$ cat config.mk
export PLATFORM = sky130hd
export DESIGN_NAME = mmio_io_bridge_flat
export DESIGN_NICKNAME = d
export VERILOG_FILES = /design/src/rtl/mmio_io_bridge_if.sv /design/src/rtl/mmio_io_bridge.sv /design/src/flat_wrapper.sv
export SDC_FILE = /design/constraint.sdc
export NUM_CORES = 1
export LEC_CHECK = 0
export ABC_AREA = 1
export CAP_MARGIN = 30
export CELL_PAD_IN_SITES_DETAIL_PLACEMENT = 1
export CELL_PAD_IN_SITES_GLOBAL_PLACEMENT = 1
export CORE_MARGIN = 1.5
export CORE_UTILIZATION = 30
export CTS_CLUSTER_SIZE = 25
export DETAILED_ROUTE_END_ITERATION = 16
export PLACE_DENSITY_LB_ADDON = 0.1
export SYNTH_ARGS = -nofsm -noshare
export SYNTH_HDL_FRONTEND = slang
export SYNTH_SLANG_ARGS = --single-unit
$ cat constraint.sdc
create_clock -name clk -period 4 [get_ports clk]
set_input_delay 0.8 -clock clk [delete_from_list [all_inputs] [get_ports clk]]
set_output_delay 0.8 -clock clk [all_outputs]
set_load 0.01 [all_outputs]
$ cat src/rtl/mmio_io_bridge_if.sv
// Load/store and board I/O signal bundle between the core side and the MMIO bridge.
// The master side drives the core request and the raw board inputs.
interface mmio_io_bridge_if #(
   parameter int unsigned ADDR_W = 32,
   parameter int unsigned DATA_W = 32,
   parameter int unsigned N_IN   = 3,
   parameter int unsigned IN_W   = 5,
   parameter int unsigned N_OUT  = 2,
   parameter int unsigned OUT_W  = 15
);
   logic                    rd_en;
   logic                    wr_en;
   logic [ADDR_W-1:0]       addr;
   logic [DATA_W-1:0]       wdata;
   logic [DATA_W-1:0]       rdata;
   logic                    hit;
   logic                    mem_we;
   logic [N_IN*IN_W-1:0]    in_bus;
   logic [N_OUT*OUT_W-1:0]  out_bus;

   modport master (
      output rd_en, wr_en, addr, wdata, in_bus,
      input  rdata, hit, mem_we, out_bus
   );

   modport slave (
      input  rd_en, wr_en, addr, wdata, in_bus,
      output rdata, hit, mem_we, out_bus
   );
endinterface

$ cat src/rtl/mmio_io_bridge.sv
// Memory-mapped I/O window beside dmem: debounced input channels, writable output
// registers, and a sticky clear-on-read rising-edge register for the last input channel.
module mmio_io_bridge #(
   parameter int unsigned      ADDR_W     = 32,
   parameter int unsigned      DATA_W     = 32,
   parameter logic [ADDR_W-1:0] BASE_ADDR = ADDR_W'(4064),
   parameter int unsigned      N_IN       = 3,
   parameter int unsigned      IN_W       = 5,
   parameter int unsigned      N_OUT      = 2,
   parameter int unsigned      OUT_W      = 15,
   parameter int unsigned      DEB_CYCLES = 4
) (
   input logic             clk,
   input logic             reset,
   mmio_io_bridge_if.slave bus
);
   localparam int unsigned CNT_W     = $clog2(DEB_CYCLES + 1);
   localparam int unsigned WORD_W    = ADDR_W - 2;
   localparam int unsigned EDGE_IDX  = N_IN + N_OUT;
   localparam int unsigned WIN_BYTES = 4 * (N_IN + N_OUT + 1);
   localparam int unsigned LAST      = N_IN - 1;

   logic [ADDR_W-1:0]      offset;
   logic [WORD_W-1:0]      word;
   logic                   aligned;
   logic                   sel_edge;
   logic [N_IN-1:0]        accept;
   logic [IN_W-1:0]        rise;

   logic [IN_W-1:0]        s1_q     [N_IN];
   logic [IN_W-1:0]        s2_q     [N_IN];
   logic [IN_W-1:0]        stable_q [N_IN];
   logic [CNT_W-1:0]       cnt_q    [N_IN];
   logic [IN_W-1:0]        edge_q;
   logic [N_OUT*OUT_W-1:0] out_q;

   // Window decode; misaligned addresses hit but select nothing
   assign offset     = bus.addr - BASE_ADDR;
   assign bus.hit    = (bus.addr >= BASE_ADDR) && (offset < ADDR_W'(WIN_BYTES));
   assign aligned    = bus.hit && (offset[1:0] == 2'b00);
   assign word       = offset[ADDR_W-1:2];
   assign sel_edge   = aligned && (word == WORD_W'(EDGE_IDX));
   assign bus.mem_we = bus.wr_en && !bus.hit;
   assign bus.out_bus = out_q;

   always_comb begin
      accept = '0;
      for (int k = 0; k < N_IN; k++) begin
         accept[k] = (s2_q[k] != stable_q[k]) && (cnt_q[k] == CNT_W'(DEB_CYCLES - 1));
      end
   end

   assign rise = accept[LAST] ? (s2_q[LAST] & ~stable_q[LAST]) : '0;

   // Synchroniser, debounce and edge capture
   always_ff @(posedge clk) begin
      if (!reset) begin
         for (int k = 0; k < N_IN; k++) begin
            s1_q[k]     <= '0;
            s2_q[k]     <= '0;
            stable_q[k] <= '0;
            cnt_q[k]    <= '0;
         end
         edge_q <= '0;
      end else begin
         for (int k = 0; k < N_IN; k++) begin
            s1_q[k] <= bus.in_bus[k*IN_W +: IN_W];
            s2_q[k] <= s1_q[k];
            if (s2_q[k] == stable_q[k]) begin
               cnt_q[k] <= '0;
            end else if (accept[k]) begin
               stable_q[k] <= s2_q[k];
               cnt_q[k]    <= '0;
            end else begin
               cnt_q[k] <= cnt_q[k] + CNT_W'(1);
            end
         end
         // A read clears old edges but keeps one arriving in the same cycle
         edge_q <= (bus.rd_en && sel_edge) ? rise : (edge_q | rise);
      end
   end

   always_ff @(posedge clk) begin
      if (!reset) begin
         out_q <= '0;
      end else begin
         for (int j = 0; j < N_OUT; j++) begin
            if (bus.wr_en && aligned && (word == WORD_W'(N_IN + j))) begin
               out_q[j*OUT_W +: OUT_W] <= bus.wdata[OUT_W-1:0];
            end
         end
      end
   end

   // Read mux depends on address only
   always_comb begin
      bus.rdata = '0;
      if (aligned) begin
         for (int k = 0; k < N_IN; k++) begin
            if (word == WORD_W'(k)) bus.rdata = DATA_W'(stable_q[k]);
         end
         for (int j = 0; j < N_OUT; j++) begin
            if (word == WORD_W'(N_IN + j)) bus.rdata = DATA_W'(out_q[j*OUT_W +: OUT_W]);
         end
         if (sel_edge) bus.rdata = DATA_W'(edge_q);
      end
   end

   generate
      if (OUT_W < DATA_W) begin : g_wdata_sink
         logic unused_wdata;
         assign unused_wdata = ^bus.wdata[DATA_W-1:OUT_W];
      end
   endgenerate
endmodule

$ cat src/flat_wrapper.sv
// flat-port wrapper written by rule: the top's interface ports become plain ports
module mmio_io_bridge_flat 
#(
   parameter int unsigned      ADDR_W     = 32,
   parameter int unsigned      DATA_W     = 32,
   parameter logic [ADDR_W-1:0] BASE_ADDR = ADDR_W'(4064),
   parameter int unsigned      N_IN       = 3,
   parameter int unsigned      IN_W       = 5,
   parameter int unsigned      N_OUT      = 2,
   parameter int unsigned      OUT_W      = 15,
   parameter int unsigned      DEB_CYCLES = 4
)
  (clk, reset, bus_rd_en, bus_wr_en, bus_addr, bus_wdata, bus_in_bus, bus_rdata, bus_hit, bus_mem_we, bus_out_bus);
  mmio_io_bridge_if #(.ADDR_W(ADDR_W), .DATA_W(DATA_W), .N_IN(N_IN), .IN_W(IN_W), .N_OUT(N_OUT), .OUT_W(OUT_W)) bus_i ();
  input logic clk;
  input logic reset;
  input wire logic [$bits(bus_i.rd_en)-1:0] bus_rd_en;
  input wire logic [$bits(bus_i.wr_en)-1:0] bus_wr_en;
  input wire logic [$bits(bus_i.addr)-1:0] bus_addr;
  input wire logic [$bits(bus_i.wdata)-1:0] bus_wdata;
  input wire logic [$bits(bus_i.in_bus)-1:0] bus_in_bus;
  output wire logic [$bits(bus_i.rdata)-1:0] bus_rdata;
  output wire logic [$bits(bus_i.hit)-1:0] bus_hit;
  output wire logic [$bits(bus_i.mem_we)-1:0] bus_mem_we;
  output wire logic [$bits(bus_i.out_bus)-1:0] bus_out_bus;
  assign bus_i.rd_en = bus_rd_en;
  assign bus_i.wr_en = bus_wr_en;
  assign bus_i.addr = bus_addr;
  assign bus_i.wdata = bus_wdata;
  assign bus_i.in_bus = bus_in_bus;
  assign bus_rdata = bus_i.rdata;
  assign bus_hit = bus_i.hit;
  assign bus_mem_we = bus_i.mem_we;
  assign bus_out_bus = bus_i.out_bus;
  mmio_io_bridge #(.ADDR_W(ADDR_W), .DATA_W(DATA_W), .BASE_ADDR(BASE_ADDR), .N_IN(N_IN), .IN_W(IN_W), .N_OUT(N_OUT), .OUT_W(OUT_W), .DEB_CYCLES(DEB_CYCLES)) u_core (.clk(clk), .reset(reset), .bus(bus_i));
endmodule
After elaboration in Yosys (flattened, before gate mapping)
Memory sizes are Yosys's and may differ from the RTL's.
Index checks and enable logic that the tools add are counted.
{ "classes": {"eq_ne": 14, "add_sub_neg": 4, "n_lt_le_gt_ge": 2, "n_bitwise": 21, "n_reduce_logical": 14, "mux": 62} }
{ "op_table": {"columns": ["op", "count"], "rows": [
  ["$mux 5", 14],
  ["$eq 30x2->1 const B", 2],
  ["$eq 30x3->1 const B", 2],
  ["$mux 15", 3],
  ["$mux 1", 35],
  ["$ge 32x12->1 const B", 1],
  ["$lt 32x5->1 const B", 1],
  ["$mux 32", 1],
  ["$sub 32x12->32 const B", 1],
  ["$eq 30x1->1 const B", 1],
  ["$logic_not 30->1", 1],
  ["$mux 3", 9],
  ["$or 1x1->1", 18],
  ["$eq 5x5->1", 3],
  ["$ne 5x5->1", 3],
  ["$logic_and 1x1->1", 11],
  ["$add 3x1->3 const B", 3],
  ["$eq 3x2->1 const B", 3],
  ["$and 5x5->5", 1],
  ["$not 5->5", 1],
  ["$or 5x5->5", 1],
  ["$logic_not 2->1", 1],
  ["$logic_not 1->1", 1]
]} }
{ "word_totals": {"mem_bits_rw": 54, "input_bits": 83, "word_cells": 124, "n_memories": 4, "reg_bits": 35, "out_inout_bits": 64} }
{ "memory_table": {"columns": ["name", "words", "width", "rd", "rd_clocked_by_memory_dff", "wr", "line_no", "source"], "rows": [
  ["u_core.s1_q", 3, 5, 3, 0, 3, "mmio_io_bridge.sv:30", "logic [IN_W-1:0] s1_q [N_IN];"],
  ["u_core.s2_q", 3, 5, 3, 0, 3, "mmio_io_bridge.sv:31", "logic [IN_W-1:0] s2_q [N_IN];"],
  ["u_core.stable_q", 3, 5, 3, 0, 3, "mmio_io_bridge.sv:32", "logic [IN_W-1:0] stable_q [N_IN];"],
  ["u_core.cnt_q", 3, 3, 3, 0, 3, "mmio_io_bridge.sv:33", "logic [CNT_W-1:0] cnt_q [N_IN];"]
]} }

Depth between registers and ports, before layout
Gate-level depths: netlist (run 1).
{ "depth": {"ltp_word": 9, "depth_mapped": 20} }

Least setup slack after synthesis (run 1)
Ideal clock, no wire load.
{ "synth_path": {"path_kind": "input -> output", "startpoint": "input bus_addr[5]", "endpoint": "output bus_rdata[4]", "path_stages": 16, "arrival_ps": 2679, "path_slack_ps": 521, "path_cell_list": "ha_1 -> nand2_2 -> nor2_4 -> nand3_4 -> nand4_2 -> nor2_1 -> nand2_1 -> nand3_2 -> nor3_4 -> nand3_4 -> a21oi_2 -> inv_2 -> buf_6 -> nand2_2 -> nand2_1 -> inv_1"} }
{ "synth_between": {"elab_chain_len": 9, "elab_cells_between_ends": 19, "cone_classes": "add/sub: 1; order compare: 2; eq/ne: 5; mux: 7; reduce/logical: 4"} }
{ "synth_lines": {"columns": ["element", "line_no", "source"], "rows": [
  ["start: declaration", "flat_wrapper.sv:19", "input wire logic [$bits(bus_i.addr)-1:0] bus_addr;"],
  ["branches (longest 8 deep; another with $sub 32x12->32)", null, null],
  ["$mux 32 (*)", "mmio_io_bridge.sv:98", "if (aligned) begin"],
  ["end: declaration", "flat_wrapper.sv:22", "output wire logic [$bits(bus_i.rdata)-1:0] bus_rdata;"]
]} }
Mark *: on every way between the ends.

Worst setup path in the final report (run 1)
{ "layout_path": {"startpoint": "input bus_addr[19]", "endpoint": "register u_core.out_q[23] (netlist: u_core.bus.out_bus[23])"} }
{ "layout_between": {"elab_chain_len": 6, "elab_cells_between_ends": 8, "cone_classes": "add/sub: 1; order compare: 2; eq/ne: 1; reduce/logical: 4"} }
{ "layout_lines": {"columns": ["element", "line_no", "source"], "rows": [
  ["$sub 32x12->32", "mmio_io_bridge.sv:38", "assign offset = bus.addr - BASE_ADDR;"],
  ["$lt 32x5->1", "mmio_io_bridge.sv:39", "assign bus.hit = (bus.addr >= BASE_ADDR) && (offset < ADDR_W'(WIN_BYTES));"],
  ["$logic_and 1x1->1", "mmio_io_bridge.sv:39", null],
  ["$logic_and 1x1->1", "mmio_io_bridge.sv:40", "assign aligned = bus.hit && (offset[1:0] == 2'b00);"],
  ["$logic_and 1x1->1", "mmio_io_bridge.sv:88", "if (bus.wr_en && aligned && (word == WORD_W'(N_IN + j))) begin"],
  ["$logic_and 1x1->1 (*)", "mmio_io_bridge.sv:88", null],
  ["end signal: indexed assignment", "mmio_io_bridge.sv:89", "out_q[j*OUT_W +: OUT_W] <= bus.wdata[OUT_W-1:0];"],
  ["end: declaration", "mmio_io_bridge.sv:35", "logic [N_OUT*OUT_W-1:0] out_q;"]
]} }
Mark *: on every way between the ends. The rest lies on a longest branch, timed or not.
A chain may end at the register's enable or synchronous reset.

==> out/metrics.yaml, run 1 <==
placed_design:
  place_area_sq_um: 7450
  hpwl_mm: 12.4
  numPortBuffers: 112
  routabilityCongestion: 0.788
sta:
  setup_viol: 11
  min_period_ns: 4.04
  slew_viol_final: 0
  fin_ws_ns: -0.0365
  fin_crit_sh_pct: 101
  rsz0062_at_grt: "yes"
  tightest_slew_ns: 0.559
  hold_violations: 0
  clock_skew_ns: 0.00766
  fmax_mhz: 248
  slew_headroom_pct: 62.7
yosys:
  ys.warnings.count: 0
  synth_seq_cells: 89
  synthesis.area_sq_um: 5450
  ys_async_sr_fraction_pct: 0
  postSynthCellCount: 816
  ys_types: 41
  synth-main-ff-cell: "dfxtp_1"
  syn_area_per_cell_sq_um: 6.68
  ys_seq_area_share_pct: 37.1
  synth_edf_count: 24
critical_path:
  critPathArrivalTime_ns: 4.29
  crit_top_cell: "buf_4"
  path_class: "input port to flop"
  critPathTopFamily: "buffers and inverters"
  endpoint_kind: "flop"
  worst-path-buf-inv: 19
  critPathMaxFanout: 7
  r2r_setup_slack_ns: 1.89
  max_stage_delay_ns: 0.24
  cp_slowest_cell: "nor2_4"
  required_ns: 4.25
  cp-start-kind: "input port"
power:
  p_per_area_nw_per_um2: 245
  report.power.total_mw: 2.19
  vdd_drop_max_v: 0.000230
  p_leak_nw: 4.47
global_routing:
  track_usage_pct: 18.8
  overflow: 0
  grt_max_degree: 39
  grt_pass1_vias: 5738
  antenna_found_initial: 0
  grt_first_pass_wirelength_mm: 27.5
min_path:
  holdCritPathClass: "flop to flop"
floorplanning:
  die_height_microns: 138
  initial_core_util_pct: 30.5
  io_pins: 147
  dieArea_sq_um: 19000
  core_area_sq_um: 17900
  die_w_microns: 138
  rows: 49
drt:
  drt-vias-per-instance: 4.41
  drc: 0
  dr.first_iter.drc_count: 193
  firstDrtPassIters: 4
  vias: 5936
  wirelength_mm: 19.7
  detail_route.wl_per_cell_microns: 14.7
  ant_nets: 0
run_status:
  violations: "negative setup slack"
  run_status: "finished with violations"
clocking:
  clk_pin_slew_ns: 0.07
  clk_path_buf_depth: 2
  cts_tree: "yes"
  clkLatencyLatePin_ns: 0.35
  cts_sinks: 89
  ctsHoldBuffers: 0
  cts-htree-levels: 3
  cts_made_buffers: 9
  ctsRootBufferMaster: "clkbuf_16"
final_layout:
  multi_input_area_sq_um: 3210
  finalInstanceArea_sq_um: 8940
  finalNetCount: 1208
  diodes: 0
  drive_gt1_share_pct: 34.3
  fillCellCount: 2283
  area_growth_pct: 63.9
  ff_latch_area_sq_um: 2020
job:
  drv_cap: 0
-- routing by layer --
metal	vias to the layer above	share of wire [%]	GRT usage (%)
met5	-	0	0
met4	0	2.4	4.69
met3	31	3.1	3.94
met2	113	54	36.0
met1	2772	41	21.1
li1	3020	-	-
-- layout make-up --
cell class,instances,area share [%]
multi-input cells,575,35.9
repair buffers,297,28.8
flip-flops and latches,89,22.6
inverters,141,6.22
well taps,229,3.21
clock buffers,9,2.52
clock inverters,7,0.784
-- what timing repair did --
| item | in CTS | in global routing |
|---|---|---|
| resized for setup | 187 | 130 |
| gates cloned | 2 | 6 |
| setup buffers | 63 | 30 |
| hold endpoints to repair | 0 | 0 |
| endpoints found under the setup margin | 17 | 47 |
| pin swaps | 55 | 73 |
-- power breakdown --
group	internal [mW]	total [mW]	switching, mW
sequential	0.957	0.971	0.0145
clock	0.440	0.844	0.404
combinational	0.185	0.377	0.192
-- worst paths after layout --
kind,start,to,cells after the start
worst min-delay path,u_core.s1_q[0][3]$_SDFF_PN0_,u_core.s2_q[0][3]$_SDFF_PN0_,2
worst max register to register,u_core.stable_q[0][11]$_SDFFCE_PN0P_,u_core.stable_q[0][6]$_SDFFCE_PN0P_,9
worst max-delay path,bus_addr[19],u_core.bus.out_bus[23]$_SDFFE_PN0P_,31
worst min register to register,u_core.s1_q[0][3]$_SDFF_PN0_,u_core.s2_q[0][3]$_SDFF_PN0_,2
-- registers in the layout, indices dropped and copies added, names as in the netlist --
signal              flops
u_core.bus.out_bus     30
u_core.stable_q        15
u_core.s2_q            15
u_core.s1_q            15
u_core.edge_q           5
u_core.cnt_q            9
-- cell usage in the layout, fill, tap and decap left out, drive strengths merged --
master,n
nand2,247
buf,215
nor2,161
inv,143
clkdlybuf4s50,68
dfxtp,65
nand3,48
conb,26
edfxtp,24
clkbuf,20
a21oi,15
nand4,13
ha,12
xor2,12
o21ai,11
nand3b,7
nor3,7
clkinv,5
nor3b,4
xnor2,3
o21bai,3
and3,2
dlygate4sd2,2
a31oi,1
or2,1
a41oi,1
and2,1
dlymetal6s2s,1
-- worst reg2reg max path, stage by stage (launching register included) --
cell      delay [ns]
edfxtp_1        0.38
inv_1           0.06
ha_1            0.27
nand3_1         0.08
nor2_1          0.10
inv_1           0.06
nand3_1         0.19
nand3_1         0.47
nand2_1         0.20
inv_1           0.06
-- through the flow --
step	utilization [%]	hold WS (ns)	instances	TNS [ns]	setup WS, ns
floorplan	-	0.390	840	0	0.521
global placement	41.6	0.393	1235	-11.10	-0.764
detailed placement	41.6	0.401	1235	-12.94	-0.848
CTS	47.0	0.418	1316	-0.00443	-0.00290
global route	49.9	0.441	1347	-3.99	-0.170
finish	49.9	0.414	1347	-0.278	-0.0365
-- cells in the mapped netlist, types with 3 or more instances --
cell type / count / share of area [%]
a21oi_1: 4 / 0.37
a21oi_2: 11 / 1.8
buf_2: 8 / 0.73
buf_4: 17 / 2.3
clkbuf_1: 7 / 0.48
dfxtp_1: 65 / 24
edfxtp_1: 24 / 13
ha_1: 12 / 2.8
inv_1: 127 / 8.7
inv_2: 12 / 0.83
nand2_1: 236 / 16
nand2_2: 9 / 1.0
nand3_1: 43 / 3.9
nand3_4: 4 / 1.3
nand3b_1: 7 / 0.96
nand4_1: 11 / 1.3
nor2_1: 148 / 10
nor2_2: 6 / 0.69
nor2_4: 7 / 1.4
nor3_1: 6 / 0.55
nor3b_1: 4 / 0.55
o21ai_0: 6 / 0.55
o21ai_1: 5 / 0.46
xnor2_1: 3 / 0.48
xor2_1: 11 / 1.8
-- kinds of logic after synthesis --
logic type               Yosys count  share of synthesized area, %
flip-flops                        89                          37.1
XOR/XNOR                          15                          2.55
AND/OR/NAND/NOR                  491                          40.0
AO/OA/AOI/OAI                     31                          3.90
adder cells (fa/ha/maj)           12                          2.75
buffers and inverters            176                          13.6
other                              2                         0.138
(Power assumes the default switching activity.)
==> inputs of run 2 (changes only) <==
- PLACE_DENSITY: not set -> 0.72
- PLACE_DENSITY_LB_ADDON: 0.1 -> not set
==> run 2 against run 1 <==
The flow still finishes with violations (negative setup slack). Sequential power about the same. Cell area rose by 1.6%. Power grew 3.4%. Clock skew shrank 0.0017 ns. Utilization increased by 0.81 points. Flip-flop and latch count unchanged. Setup slack worse by 0.097 ns. Critical path depth is 11 lower. Maximum frequency shrank 2.3%. Worst hold slack better by 0.0027 ns. Combinational power increased by 5%.
==> out/metrics.yaml, run 2 (same netlist as run 1, synthesis figures left out) <==
placed_design:
  hpwl_mm: 12.8
  routabilityCongestion: 0.802
  dp.cells: 1234
  numPortBuffers: 112
min_path:
  holdCritPathClass: "flop to flop"
  whs_path_depth: 2
  hold_start: "u_core.s1_q[0][3]$_SDFF_PN0_"
  min_to: "u_core.s2_q[0][3]$_SDFF_PN0_"
clocking:
  cts_sinks: 89
  ctsRootBufferMaster: "clkbuf_16"
  clkLatencyLatePin_ns: 0.35
  clk_path_buf_depth: 2
  cts_made_buffers: 9
  clk_pin_slew_ns: 0.07
  cts-htree-levels: 3
  cts_tree: "yes"
drt:
  firstDrtPassIters: 4
  wirelength_mm: 22.3
  vias: 6206
  ant_nets: 0
  drt-vias-per-instance: 4.62
  drc: 0
  detail_route.wl_per_cell_microns: 16.6
  dr.first_iter.drc_count: 158
final_layout:
  drive_gt1_share_pct: 36.8
  fillCellCount: 2242
  area_growth_pct: 66.6
  final_cell_mix: "193 x nand2_1, 144 x buf_4, 119 x inv_1, 106 x nor2_1, 68 x clkdlybuf4s50_1"
  final_cells: 1342
  multi_input_area_sq_um: 3340
  ff_latch_area_sq_um: 2020
  layout_commonest_cell: "nand2_1"
  largest_reg_flops: 30
  finalNetCount: 1203
  diodes: 0
global_routing:
  grt_max_degree: 37
  grt_pass1_vias: 6133
  grt_first_pass_wirelength_mm: 29.8
  track_usage_pct: 20.3
  overflow: 0
  antenna_found_initial: 0
power:
  p_per_area_nw_per_um2: 249
  report.power.total_mw: 2.27
  p_leak_nw: 4.62
  pwr-share-comb_pct: 17.4
  swShare_pct: 27.2
  switchingPower_mw: 0.616
  internal-power_mw: 1.65
  vdd_drop_max_v: 0.000302
  clkPwrFrac_pct: 39.6
  p_seq_share_pct: 42.9
floorplanning:
  io_pins: 147
  core_area_sq_um: 17900
  rows: 49
  die_w_microns: 138
  initial_core_util_pct: 30.5
  die_height_microns: 138
  dieArea_sq_um: 19000
sta:
  setup_viol: 24
  min_period_ns: 4.13
  rsz0062_at_grt: "yes"
  clock_skew_ns: 0.00599
  slew_viol_final: 0
  hold_violations: 0
  slew_headroom_pct: 59.3
  fin_ws_ns: -0.133
  tightest_slew_ns: 0.610
  fin_crit_sh_pct: 103
  fmax_mhz: 242
run_status:
  violations: "negative setup slack"
  run_status: "finished with violations"
critical_path:
  crit_top_cell: "nand2_2"
  worstPathCellList: "buf_2, inv_2, nand2_1, nor2_1, buf_4, nand3_4, buf_6, o21bai_4, nand2_2, nor2_2, nand2_2, nor2_4, nand2_2, nor3_4, buf_6, buf_12, buf_12, nand2_4, a21oi_2, buf_2"
  cp.depth: 20
  critPathArrivalTime_ns: 3.33
  endpoint_kind: "primary output"
  path_class: "input port to primary output"
  critPathMaxFanout: 8
  reg2reg_from: "u_core.stable_q[0][10]$_SDFFCE_PN0P_"
  reg2reg_depth: 9
  cp-start-kind: "input port"
  worst-path-buf-inv: 8
  max_stage_delay_ns: 0.19
  cp_slowest_cell: "nor3_4"
  r2r_setup_slack_ns: 1.88
  critPathTopFamily: "simple AND/OR/NAND/NOR gates"
  required_ns: 3.20
  r2r_end: "u_core.stable_q[0][12]$_SDFFCE_PN0P_"
job:
  drv_cap: 0
==> run 2: timing repair <==
action / 4_1_cts / 5_1_grt
hold buffers: 0 / 0
buffers inserted: 65 / 26
endpoints found under the setup margin: 17 / 47
resized for setup: 185 / 180
cloned: 1 / 7
pin swaps: 47 / 94
==> run 2: layer usage <==
layer / track usage (%) / share of wire [%] / vias up / wire, microns
met5: 0 / 0 / - / 0
met4: 7.29 / 3.3 / 0 / 742
met3: 3.35 / 3.6 / 52 / 799
met2: 38.2 / 54 / 136 / 11900
met1: 22.7 / 40 / 3002 / 8810
li1: - / - / 3016 / -
==> run 2: area by class of cell <==
type                    instances  share of cell area [%]
inverters                     141                    5.96
flip-flops and latches         89                    22.3
clock inverters                 7                   0.992
repair buffers                292                    28.3
well taps                     229                    3.15
multi-input cells             575                    36.8
clock buffers                   9                    2.48
==> run 2: how the worst max path moves through the flow <==
stage	start	endpoint	slack (ns)
after floorplan	bus_addr[5]	bus_rdata[4]	0.52
after global placement	bus_addr[14]	bus_rdata[2]	-0.73
after detailed placement	bus_addr[14]	bus_rdata[2]	-0.82
after CTS	bus_addr[25]	bus_rdata[2]	0.00005
after global routing	bus_addr[5]	bus_rdata[1]	-0.23
final	bus_addr[20]	bus_rdata[14]	-0.13
==> run 2: worst min-delay path: stages (launching register included) <==
cell and delay [ns]:
dfxtp_1 0.31, nand2_1 0.05, inv_1 0.04
==> run 2: metrics by stage <==
stage	util, %	setup slack (ns)	area, sq um	setup TNS, ns	hold WS, ns
final	50.7	-0.133	9080	-1.19	0.416
after floorplan	-	0.521	5540	0	0.390
after CTS	46.8	0.0000515	8380	0	0.421
after global routing	50.7	-0.226	9080	-6.33	0.449
after detailed placement	41.6	-0.816	7440	-12.19	0.404
after global placement	41.6	-0.734	7440	-10.97	0.394
==> run 2: power by group through the flow <==
stage                     Clock (mW)  Combinational [mW]  Sequential (mW)
final                          0.898               0.395            0.973
after global routing           0.946               0.430            0.976
after detailed placement           0               0.297            0.994
after floorplan                    0               0.151            0.987
after global placement             0               0.289            0.991
after CTS                      0.916               0.344            0.973
==> inputs of run 3 (changes only) <==
- CORE_UTILIZATION: 30 -> 34
- PLACE_DENSITY: 0.72 -> 0.8
- SLEW_MARGIN: not set -> 10
- clock period: 4 -> 4.3 ns (I/O delays scaled with it)
==> run 3 against run 2 <==
The flow now finishes without violations. First-iteration DRC count up 39%. Clock-buffer cell count increased by 1. Non-clock buffer count down 56. Sequential power is 7.1% lower. Cell area down 9.3%. Setup slack gained 0.17 ns. Clock power decreased by 9.1%. Global-route usage grew 2.0 points. Critical path depth up 11. Via count shrank 4.9%. Highest routed layer unchanged. Utilization is 1.5 points higher. Flip-flop and latch count stayed put.
==> out/metrics.yaml, run 3 (same netlist as run 1, synthesis figures left out) <==
global_routing:
  grt_first_pass_wirelength_mm: 29.0
  grt_max_degree: 37
  grt_pass1_vias: 6016
  antenna_found_initial: 0
  met2_usage_pct: 42.2
  grt_use_met1_pct: 24.6
  track_usage_pct: 22.2
  overflow: 0
  gr-max-usage-layer: "met2"
  globalRouteMet3Util_pct: 3.39
critical_path:
  path_class: "input port to flop"
  r2r_setup_slack_ns: 2.21
  endpoint_kind: "flop"
  cp_slowest_cell: "nand4_1"
  crit_top_cell: "buf_4"
  required_ns: 4.60
  critPathMaxFanout: 8
  critPathTopFamily: "buffers and inverters"
  critPathArrivalTime_ns: 4.56
  cp-start-kind: "input port"
  max_stage_delay_ns: 0.18
  worst-path-buf-inv: 17
  r2r_end: "u_core.stable_q[0][1]$_SDFFCE_PN0P_"
  reg2reg_depth: 9
  reg2reg_from: "u_core.stable_q[0][11]$_SDFFCE_PN0P_"
drt:
  ant_nets: 0
  dr.first_iter.drc_count: 220
  vias: 5903
  drc: 0
  wirelength_mm: 19.9
  detail_route.wl_per_cell_microns: 15.7
  firstDrtPassIters: 4
  drt-vias-per-instance: 4.64
sta:
  tightest_slew_ns: 0.614
  hold_ws_ns: 0.413
  fmax_mhz: 235
  setup_viol: 0
  fin_crit_sh_pct: 99.1
  hold_violations: 0
  slew_headroom_pct: 59.0
  slew_viol_final: 0
  finalSetupTns_ns: 0
  clock_skew_ns: 0.00499
  min_period_ns: 4.26
clocking:
  ctsRootBufferMaster: "clkbuf_16"
  clk_pin_slew_ns: 0.07
  cts_sinks: 89
  cts-htree-levels: 3
  clk_path_buf_depth: 2
  cts_made_buffers: 9
  ctsHoldBuffers: 0
  cts_tree: "yes"
  clkLatencyLatePin_ns: 0.35
floorplanning:
  rows: 46
  die_height_microns: 130
  initial_core_util_pct: 34.6
  io_pins: 147
  core_area_sq_um: 15800
  die_w_microns: 130
  dieArea_sq_um: 16800
final_layout:
  finalNetCount: 1147
  drive_gt1_share_pct: 27.5
  final_cells: 1273
  fin_util_pct: 52.3
  largest_reg_flops: 30
  layout_commonest_cell: "nand2_1"
  diodes: 0
  area_growth_pct: 51.1
  final_cell_mix: "215 x nand2_1, 123 x nor2_1, 123 x inv_1, 115 x buf_4, 71 x clkdlybuf4s50_1"
min_path:
  whs_path_depth: 2
  min_to: "u_core.s2_q[0][10]$_SDFF_PN0_"
  holdCritPathClass: "flop to flop"
  hold_start: "u_core.s1_q[0][10]$_SDFF_PN0_"
power:
  p_per_area_nw_per_um2: 247
  swShare_pct: 27.3
  p_leak_nw: 4.09
  switchingPower_mw: 0.556
  pwr-share-comb_pct: 15.4
  clkPwrFrac_pct: 40.1
  vdd_drop_max_v: 0.000357
  internal-power_mw: 1.48
  p_seq_share_pct: 44.5
placed_design:
  routabilityCongestion: 0.802
  numPortBuffers: 112
  dp.cells: 1220
  hpwl_mm: 12.9
job:
  drv_cap: 0
run_status:
  run_status: "finished, final reports clean"
-- run 3: cell types whose count changed in the layout (fill, tap and decap cells not counted), moves of 6 or more --
cell,before,now
dlygate4sd2_1,1,9
nor2_2,31,24
buf_2,18,10
buf_4,144,115
nor2_4,24,14
nand2_4,20,4
nor2_1,106,123
nand2_2,34,28
buf_6,35,4
nand2_1,193,215
-- run 3: worst max path at each step --
stage,from,endpoint,slack (ns),cells past startpoint
floorplan,bus_addr[5],bus_rdata[4],0.70,16
global placement,bus_addr[5],bus_rdata[4],-0.52,21
detailed placement,bus_addr[5],bus_rdata[1],-0.67,21
CTS,bus_addr[13],bus_rdata[3],0.005,21
global route,bus_addr[27],bus_rdata[0],-0.11,20
finish,bus_addr[5],u_core.bus.out_bus[17]$_SDFFE_PN0P_,0.04,31
-- run 3: cell type report --
type	instances	area, sq um
tap	216	270
fill	2041	7530
inverter	141	534
clock buffer	10	250
clock inverter	6	62.6
multi-input combinational	575	3040
timing repair buffer	236	2060
sequential	89	2020
-- run 3: routing by layer --
layer	part of all wire, %	wire, microns
met1	40	7910
met2	53	10600
met3	3.6	723
met4	3.8	750
met5	0	0
-- run 3: timing repair --
item                                    in CTS  in global routing
pin swaps                                   28                 43
endpoints found under the setup margin      17                 47
resized for setup                          115                 88
setup buffers                               25                  9
gates cloned                                 2                  2
-- run 3: worst reg2reg max path: cells and delay by family (launching register included) --
family        cells  cell delay [ns]
fa+ha+maj         1             0.27
simple gates      5             1.04
buf+inv           3             0.18
flops             1             0.37
-- run 3: metrics by stage --
| stage | setup WS [ns] | power [mW] | area [sq um] |
|---|---|---|---|
| after floorplan | 0.701 | 1.06 | 5540 |
| after global routing | -0.109 | 2.11 | 8240 |
| after global placement | -0.520 | 1.19 | 7400 |
| final | 0.0385 | 2.03 | 8240 |
| after CTS | 0.00474 | 2.03 | 8020 |
| after detailed placement | -0.675 | 1.20 | 7400 |
-- run 3: power groups by stage --
stage               Combinational [mW]  Sequential, mW  Clock (mW)
floorplan                        0.140           0.918           0
global placement                 0.266           0.922           0
detailed placement               0.276           0.923           0
CTS                              0.289           0.905       0.835
global route                     0.343           0.907       0.862
finish                           0.312           0.904       0.816
